==> src/rtl/rs_issue_selector.sv <==
`default_nettype none
// ============================================================================
// Module   : rs_issue_selector
// Brief    : Picks up to ISSUE_WIDTH ready reservation-station entries per
//            cycle and presents them as registered per-port grants. A port
//            that is valid but whose FU is not ready holds its grant (stall).
//            Free ports are filled in ascending port order from a
//            round-robin start pointer.
//            Optional macro RS_ISSUE_RR_EN enables the rotating start
//            pointer; without it the start is fixed at entry 0 (lowest
//            index first).
// Revision : 1.0 - initial release
// ============================================================================
module rs_issue_selector #(
    parameter int RS_DEPTH    = 64,
    parameter int ISSUE_WIDTH = 2,
    localparam int c_IDX_W    = (RS_DEPTH > 1) ? $clog2(RS_DEPTH) : 1
) (
    input  logic                                   clock,
    input  logic                                   reset,
    input  logic                                   flush,
    input  logic [RS_DEPTH-1:0]                    ready_vec,
    input  logic [ISSUE_WIDTH-1:0]                 fu_ready,
    output logic [ISSUE_WIDTH-1:0]                 issue_valid,
    output logic [ISSUE_WIDTH-1:0][RS_DEPTH-1:0]   issue_grant_vec,
    output logic [ISSUE_WIDTH-1:0][c_IDX_W-1:0]    issue_idx,
    output logic [RS_DEPTH-1:0]                    issue_fire_vec
);

    localparam logic [c_IDX_W:0]   c_DEPTH_EXT = (c_IDX_W+1)'(RS_DEPTH);
    localparam logic [c_IDX_W-1:0] c_ONE       = c_IDX_W'(1);

    logic [ISSUE_WIDTH-1:0]                 r_valid;
    logic [ISSUE_WIDTH-1:0][RS_DEPTH-1:0]   r_grant;
    logic [ISSUE_WIDTH-1:0][c_IDX_W-1:0]    r_idx;

    logic [c_IDX_W-1:0]                     w_rr_ptr;
    logic [ISSUE_WIDTH-1:0]                 w_port_free;
    logic [RS_DEPTH-1:0]                    w_mask;
    logic [RS_DEPTH-1:0]                    w_cand;
    logic [RS_DEPTH-1:0]                    w_rot_cand;
    logic [RS_DEPTH-1:0]                    w_fire_vec;
    logic [ISSUE_WIDTH-1:0]                 w_pick_found;
    logic [ISSUE_WIDTH-1:0][c_IDX_W-1:0]    w_pick_off;
    logic [ISSUE_WIDTH-1:0][c_IDX_W-1:0]    w_pick_idx;
    logic [ISSUE_WIDTH-1:0][RS_DEPTH-1:0]   w_pick_onehot;

    // Modular add of an entry index and an offset, wrapping at RS_DEPTH.
    function automatic logic [c_IDX_W-1:0] wrap_add(input logic [c_IDX_W-1:0] a,
                                                    input logic [c_IDX_W-1:0] b);
        logic [c_IDX_W:0] sum;
        sum = {1'b0, a} + {1'b0, b};
        if (sum >= c_DEPTH_EXT) begin
            sum = sum - c_DEPTH_EXT;
        end
        return sum[c_IDX_W-1:0];
    endfunction

    // Occupied entries (including those firing now) are masked out so an
    // entry leaving this cycle is never re-granted before the RS frees it.
    always_comb begin
        w_mask     = '0;
        w_fire_vec = '0;
        for (int i = 0; i < ISSUE_WIDTH; i++) begin
            w_port_free[i] = !r_valid[i] || fu_ready[i];
            if (r_valid[i]) begin
                w_mask = w_mask | r_grant[i];
            end
            if (r_valid[i] && fu_ready[i]) begin
                w_fire_vec = w_fire_vec | r_grant[i];
            end
        end
        w_cand     = ready_vec & ~w_mask;
        // Rotate so that bit 0 is the entry at rr_ptr: search order becomes
        // plain ascending bit order.
        w_rot_cand = RS_DEPTH'({w_cand, w_cand} >> w_rr_ptr);
    end

    // Free ports, lowest port first, each take the next remaining candidate.
    always_comb begin
        logic [RS_DEPTH-1:0] remaining;
        remaining     = w_rot_cand;
        w_pick_found  = '0;
        w_pick_off    = '0;
        w_pick_idx    = '0;
        w_pick_onehot = '0;
        for (int i = 0; i < ISSUE_WIDTH; i++) begin
            if (w_port_free[i]) begin
                for (int k = 0; k < RS_DEPTH; k++) begin
                    if (!w_pick_found[i] && remaining[k]) begin
                        w_pick_found[i] = 1'b1;
                        w_pick_off[i]   = c_IDX_W'(k);
                        remaining[k]    = 1'b0;
                    end
                end
            end
            if (w_pick_found[i]) begin
                w_pick_idx[i]    = wrap_add(w_rr_ptr, w_pick_off[i]);
                w_pick_onehot[i] = RS_DEPTH'(1) << w_pick_idx[i];
            end
        end
    end

`ifdef RS_ISSUE_RR_EN
    logic [c_IDX_W-1:0] r_rr_ptr;
    logic [c_IDX_W-1:0] w_rr_ptr_next;

    // The highest-numbered port granted holds the furthest entry in search
    // order, so the next search starts just past it.
    always_comb begin
        w_rr_ptr_next = r_rr_ptr;
        for (int i = 0; i < ISSUE_WIDTH; i++) begin
            if (w_pick_found[i]) begin
                w_rr_ptr_next = wrap_add(w_pick_idx[i], c_ONE);
            end
        end
    end

    // Round-robin start pointer; reset and flush return it to entry 0.
    always_ff @(posedge clock) begin
        if (reset || flush) begin
            r_rr_ptr <= '0;
        end else begin
            r_rr_ptr <= w_rr_ptr_next;
        end
    end

    assign w_rr_ptr = r_rr_ptr;
`else
    assign w_rr_ptr = '0;
`endif

    // Grant registers: stalled ports hold, free ports load the new pick (or
    // go idle when nothing is left).
    always_ff @(posedge clock) begin
        if (reset || flush) begin
            r_valid <= '0;
            r_grant <= '0;
            r_idx   <= '0;
        end else begin
            for (int i = 0; i < ISSUE_WIDTH; i++) begin
                if (w_port_free[i]) begin
                    r_valid[i] <= w_pick_found[i];
                    r_grant[i] <= w_pick_onehot[i];
                    r_idx[i]   <= w_pick_idx[i];
                end
            end
        end
    end

    assign issue_valid     = r_valid;
    assign issue_grant_vec = r_grant;
    assign issue_idx       = r_idx;
    assign issue_fire_vec  = w_fire_vec;

endmodule
`default_nettype wire

==> config.mk <==
export PLATFORM = sky130hd
export DESIGN_NAME = rs_issue_selector
export DESIGN_NICKNAME = d
export VERILOG_FILES = /design/src/rtl/rs_issue_selector.sv
export SDC_FILE = /design/constraint.sdc
export NUM_CORES = 1
export LEC_CHECK = 0
export BUFFER_PORTS_ARGS = -buffer_cell sky130_fd_sc_hd__buf_2
export CORE_MARGIN = 4
export CORE_UTILIZATION = 40
export DETAILED_ROUTE_END_ITERATION = 7
export GPL_ROUTABILITY_DRIVEN = 0
export GPL_TIMING_DRIVEN = 0
export PLACE_DENSITY_LB_ADDON = 0.08
export SETUP_SLACK_MARGIN = 0.02
export SYNTH_ARGS = -nofsm -noshare
export SYNTH_HDL_FRONTEND = slang
export SYNTH_SLANG_ARGS = --single-unit
==> constraint.sdc <==
create_clock -name clock -period 3.5 [get_ports clock]
set_input_delay 0.175 -clock clock [delete_from_list [all_inputs] [get_ports clock]]
set_output_delay 0.175 -clock clock [all_outputs]
set_load 0.05 [all_outputs]
---- After elaboration in Yosys (flattened, before gate mapping) ----
Cells that the tools add are included.
cells by class
  add/subtract/negate cells ............... 2
  $mul .................................... 0
  divide/modulo/power cells ............... 0
  order comparisons ....................... 2
  equal/unequal tests ..................... 0
  shifts and indexed selects .............. 2
  mux-type cells .......................... 460
  bitwise operators ....................... 4
  reduce and logical (&&, ||, !) cells .... 259
operators by type and width
  cell                                                               count
  two-way mux 6 bit                                                  132
  two-way mux 64 bit                                                 7
  two-way mux 1 bit                                                  321
  logical AND 1 bit                                                  128
  zero test 1 bit                                                    128
  bitwise OR 64 bit                                                  2
  << shifter 1 x 6 -> 64 bit, first input constant                   2
  bitwise AND 64 bit                                                 1
  inverter 64 bit                                                    1
  greater-or-equal comparator 6 x 7 -> 1 bit, second input constant  2
  subtractor 6 x 1 -> 6 bit, second input constant                   2
  logical OR 1 bit                                                   3
storage, ports and cells
  bits in registers ....................... 142
  bits in latches ......................... 0
  bits in writable memories ............... 0
  bits in read-only memories .............. 0
  output and inout port bits .............. 206
  memories ................................ 0

---- Depth between registers and ports, before layout ----
  depth after elaboration ................. 518
  mapped depth ............................ 20
  depth with buffers taken out ............ 12

---- Worst setup path after synthesis ----
Ideal clock, no wire load.
  path type ............................... register to register
  from .................................... register r_valid[1], in the netlist issue_valid[1]
  to ...................................... register r_grant, in the netlist issue_grant_vec[102]
  setup time .............................. 0.069 ns
  arrival ................................. 4.262 ns
  data required time ...................... 3.431 ns
  slack ................................... -0.832 ns
  stages on the path, launching flop included .. 17
  path buffers ............................ 4
  period minus slack after synthesis ...... 4.332 ns
  cell sequence ........................... dfxtp_1 > buf_6 > buf_6 > a22oi_1 > a32oi_4 > nand4_4 > or4_1 > buf_2 > o41ai_4 > o31a_2 > and3_2 > nand3_2 > o211a_1 > o21a_2 > or3_1 > buf_6 > o21ai_1
between the ends
  longest elaborated chain between the ends .. 265
  elaborated cells on any way between the ends .. 645
RTL lines
  element                                                                                         RTL line  source
  start, declared                                                                                 33        logic [ISSUE_WIDTH-1:0] r_valid;
  start signal, assigned by index                                                                 143       r_valid[i] <= w_pick_found[i];
  two-way mux 64 bit                                                                              66        if (r_valid[i]) begin
  inverter 64 bit                                                                                 73        w_cand = ready_vec & ~w_mask;
  bitwise AND 64 bit                                                                              73
  two-way mux 1 bit                                                                               90        if (!w_pick_found[i] && remaining[k]) begin
  two-way mux 1 bit                                                                               88        if (w_port_free[i]) begin
  zero test 1 bit                                                                                 90
  logical AND 1 bit                                                                               90
  two-way mux 1 bit                                                                               90
  (+249 left out)                                                                                 --
  logical AND 1 bit                                                                               90
  two-way mux 6 bit                                                                               90
  two-way mux 6 bit                                                                               88
  subtractor 6 x 1 -> 6 bit / greater-or-equal comparator 6 x 7 -> 1 bit (equally long branches)  54, 53
  two-way mux 6 bit                                                                               53        if (sum >= c_DEPTH_EXT) begin
  two-way mux 6 bit                                                                               97        if (w_pick_found[i]) begin
  << shifter 1 x 6 -> 64 bit                                                                      99        w_pick_onehot[i] = RS_DEPTH'(1) << w_pick_idx[i];
  two-way mux 64 bit                                                                              97
  end signal, assigned by index                                                                   144       r_grant[i] <= w_pick_onehot[i];
  end, declared                                                                                   34        logic [ISSUE_WIDTH-1:0][RS_DEPTH-1:0] r_grant;
Several ways; a longest one is shown, not always the timed one. The select of a mux whose other input is x is not followed.
A chain may end at the register's enable or synchronous reset.

---- Final worst setup path ----
  from .................................... register r_valid[1], in the netlist issue_valid[1]
  to ...................................... register r_grant, in the netlist issue_grant_vec[123]
The elaborated chain is that of the path after synthesis.

==> run metrics <==
outcome=complete, but fails checks; failing checks=negative setup slack; Post-synth EDFFs=0; fillers=2164; vias in the first global route=13400; worst-case clock buffer depth=2; IO Port Bufs=274; max-capacitance violation count=0; clock insertion delay at the later pin of the skew report=0.42 ns; data arrival at the endpoint of the critical path=4.75 ns; FF-to-FF End=issue_grant_vec[123]; depth of the most critical reg-to-reg path=17; Commonest cells post-synth=194 x sky130_fd_sc_hd__nand2_1, 142 x sky130_fd_sc_hd__dfxtp_1, 121 x sky130_fd_sc_hd__nor2_1, 103 x sky130_fd_sc_hd__a22o_1, 87 x sky130_fd_sc_hd__a22oi_1; Post-Route Setup TNS=-77.77 ns; fraction of registers with async set or reset after synthesis=0%; detailed placer's ending HPWL=41.6 mm; actual transition at the worst max-transition pin=0.955 ns; post-route setup slack=-0.949 ns; library cells used by synthesis=103; synthesized area per cell=7.61 um2; Critical Path Fanout Max=11; antenna violations before repair=2; clock slew at reported path FFs=0.06 ns; routed wire length=56.7 mm; Power Density=274 nW/um2; fraction of layout instances using a drive strength above 1=44.8%; area share of the largest cell type after synthesis=27.2%; nature of the critical path endpoint=register; Static Leak=6.71 nW; Congestion Overflow GR=0; Tmin final=4.45 ns; unrepaired setup endpoints after global routing=yes; count of warnings emitted by yosys=0; number of buffers created by CTS=17; mapped cell area=10500 um2; Sinks on Clock Net=142; xor and xnor fraction of the mapped netlist area=0.251%; final total power=4.44 mW; Seq cells post-synth=142; Hold-fix buffers, CTS=0; Hold EP=issue_grant_vec[36]; starting utilization of the core area=41.1%; cell type contributing the most total cell area after synthesis=sky130_fd_sc_hd__dfxtp_1; worst IR drop on VDD=321 uV; area added between synthesis and finish=54.7%; CTS H-tree depth=4; clock skew=0.0134 ns; Iteration-0 DRC Markers=1899; share of the clock period used by the worst path=127%; cell area after placement=12600 um2; type of origin of the critical path=register; library cell with the highest instance count after synthesis=sky130_fd_sc_hd__nand2_1; data required time at the worst endpoint=3.80 ns; final count of negative-setup-slack endpoints=130; cell types with the largest area share after synthesis=sky130_fd_sc_hd__dfxtp_1 27%, sky130_fd_sc_hd__a22o_1 8.6%, sky130_fd_sc_hd__nand2_1 7.0%, sky130_fd_sc_hd__a22oi_1 6.2%, sky130_fd_sc_hd__nor2_1 4.3%; synthesized-area fraction occupied by ao, oa, aoi and oai cells=38.3%; x dimension of the die=170 um; die boundary height=170 um; achievable frequency=225 MHz; buffer cell driving the clock tree root=sky130_fd_sc_hd__clkbuf_16; register cell area after layout=2890 um2; number of cells produced by synthesis=1376; Design Area, Final=16200 um2; total routing resource utilization after global routing=37.0%; minimum setup slack among reg-to-reg paths=-0.95 ns; area of the multi-input gates=8810 um2; TritonCTS clock tree=yes; final hold violation count=0; row cnt=58; die outline area=28800 um2; worst relative slew slack=36.4%; path type of the worst setup path=register to register; Hold Startpoint=ready_vec[36]; number of ports placed on the die boundary=275; start of the worst register-to-register path=issue_valid[1]; core box area=25500 um2; most used flip-flop cell after synthesis=sky130_fd_sc_hd__dfxtp_1; routed wire length per instance=26.2 um; post-synthesis simple-gate area fraction=28.2%; maximum number of pins on one net before global-route repair=17; via count of the routed design=14400; multiplexer area fraction after synthesis=0.191%; residual antenna-violating net count after detailed routing=0; final-stage net count=1894; worst hold path stage count=3; final core utilization=63.6%; Synthesized Nets=1445; Post-Synth Adder-Cell Area=0.777%; largest family of logic cells by synthesized area=compound AO/OA/AOI/OAI gates; drc violations=0; first-pass GRT wire length=82.0 mm; Vias per Instance=6.65; HP Class=primary input to register; first drt pass iteration count=6; share of the yosys chip area belonging to registers=27.2%; number of pins with negative max-slew slack in the final report=0
## area by class of cell
class                           count  share of cell area (%)
Multi-Input combinational cell   1125                    54.4
Sequential cell                   142                    17.8
Timing Repair Buffer              434                    17.2
Buffer                             83                    3.92
Clock buffer                       18                    2.65
Tap cell                          330                    2.55
Clock inverter                     14                   0.904
Inverter                           22                   0.510
Antenna cell                        2                  0.0309
## cell families after synthesis
kind of cell               after synthesis
and+or+nand+nor                        580
xor gates and xnor gates                 3
muxes                                    2
AOI/OAI and AO/OA                      532
adders and majority gates                8
DFF                                    142
buffers and inverters                  109
## worst max path at each step
stage | from | end | slack [ns] | depth (start not counted)
after floorplan | issue_valid[1] | issue_grant_vec[66] | -0.42 | 17
after global routing | issue_valid[0] | issue_grant_vec[116] | -0.95 | 17
final | issue_valid[1] | issue_grant_vec[123] | -0.95 | 17
after global placement | issue_valid[1] | issue_grant_vec[73] | -2.16 | 16
after CTS | issue_valid[1] | issue_grant_vec[125] | -0.69 | 18
after detailed placement | issue_valid[1] | issue_grant_vec[72] | -2.15 | 16
## sequential cells by signal, indices dropped and copies added (netlist names)
signal	cells
issue_grant_vec	128
issue_idx	12
issue_valid	2
## critical path: stages (launching register included)
cell	delay, ns
sky130_fd_sc_hd__dfxtp_4	0.39
sky130_fd_sc_hd__buf_8	0.13
sky130_fd_sc_hd__buf_12	0.15
sky130_fd_sc_hd__buf_12	0.14
sky130_fd_sc_hd__nand2_1	0.17
sky130_fd_sc_hd__nand3_2	0.21
sky130_fd_sc_hd__nand4_1	0.24
sky130_fd_sc_hd__buf_4	0.25
sky130_fd_sc_hd__or3_4	0.46
sky130_fd_sc_hd__nor4_4	0.31
sky130_fd_sc_hd__maj3_2	0.27
sky130_fd_sc_hd__a21oi_2	0.07
sky130_fd_sc_hd__a41oi_2	0.22
sky130_fd_sc_hd__nor4b_4	0.63
sky130_fd_sc_hd__buf_4	0.25
sky130_fd_sc_hd__a211oi_4	0.05
sky130_fd_sc_hd__and2_4	0.20
sky130_fd_sc_hd__a22o_1	0.19
## stage by stage
| step | std cells | hold slack, ns | setup slack, ns |
|---|---|---|---|
| 6_report | 2170 | 0.186 | -0.949 |
| 5_1_grt | 2170 | 0.157 | -0.949 |
| 4_1_cts | 2147 | 0.146 | -0.695 |
| 3_5_place_dp | 1980 | 0.482 | -2.15 |
| 3_3_place_gp | 1980 | 0.482 | -2.16 |
| 2_1_floorplan | 1376 | 0.323 | -0.422 |
## metal layers
metal  wire [um]  up-vias  track usage (%)  share of wire [%]
met3        6710      198             7.80                 12
met5           0        -                0                  0
met2       25100     1065             57.6                 44
met4        2650        0             14.4                4.7
li1            -     6278                -                  -
met1       22300     6889             50.1                 39
## layout by cell type (no fill, tap or decap), types with 16 or more instances in the layout
master,count
sky130_fd_sc_hd__a21oi_1,60
sky130_fd_sc_hd__a22o_1,89
sky130_fd_sc_hd__a22oi_1,59
sky130_fd_sc_hd__a22oi_2,29
sky130_fd_sc_hd__a31oi_1,16
sky130_fd_sc_hd__and2_1,22
sky130_fd_sc_hd__and3_1,20
sky130_fd_sc_hd__buf_12,16
sky130_fd_sc_hd__buf_2,281
sky130_fd_sc_hd__buf_4,140
sky130_fd_sc_hd__clkbuf_1,38
sky130_fd_sc_hd__clkbuf_16,17
sky130_fd_sc_hd__dfxtp_1,108
sky130_fd_sc_hd__dfxtp_2,32
sky130_fd_sc_hd__inv_1,22
sky130_fd_sc_hd__nand2_1,171
sky130_fd_sc_hd__nand3_1,38
sky130_fd_sc_hd__nand4_1,20
sky130_fd_sc_hd__nor2_1,104
sky130_fd_sc_hd__o21ai_0,42
sky130_fd_sc_hd__o21ai_1,36
sky130_fd_sc_hd__or2_2,18
## report_power, final
group          switching (mW)  internal (mW)
combinational           0.613          0.378
clock                   0.801           1.01
sequential             0.0129           1.62
## timing repair
item / in CTS / in global routing
buffers inserted: 135 / 22
pin swaps: 113 / 54
hold endpoints to repair: 0 / 0
cloned: 4 / 0
setup endpoints to repair: 143 / 140
resized for setup: 271 / 85
(Power assumes the default switching activity.)
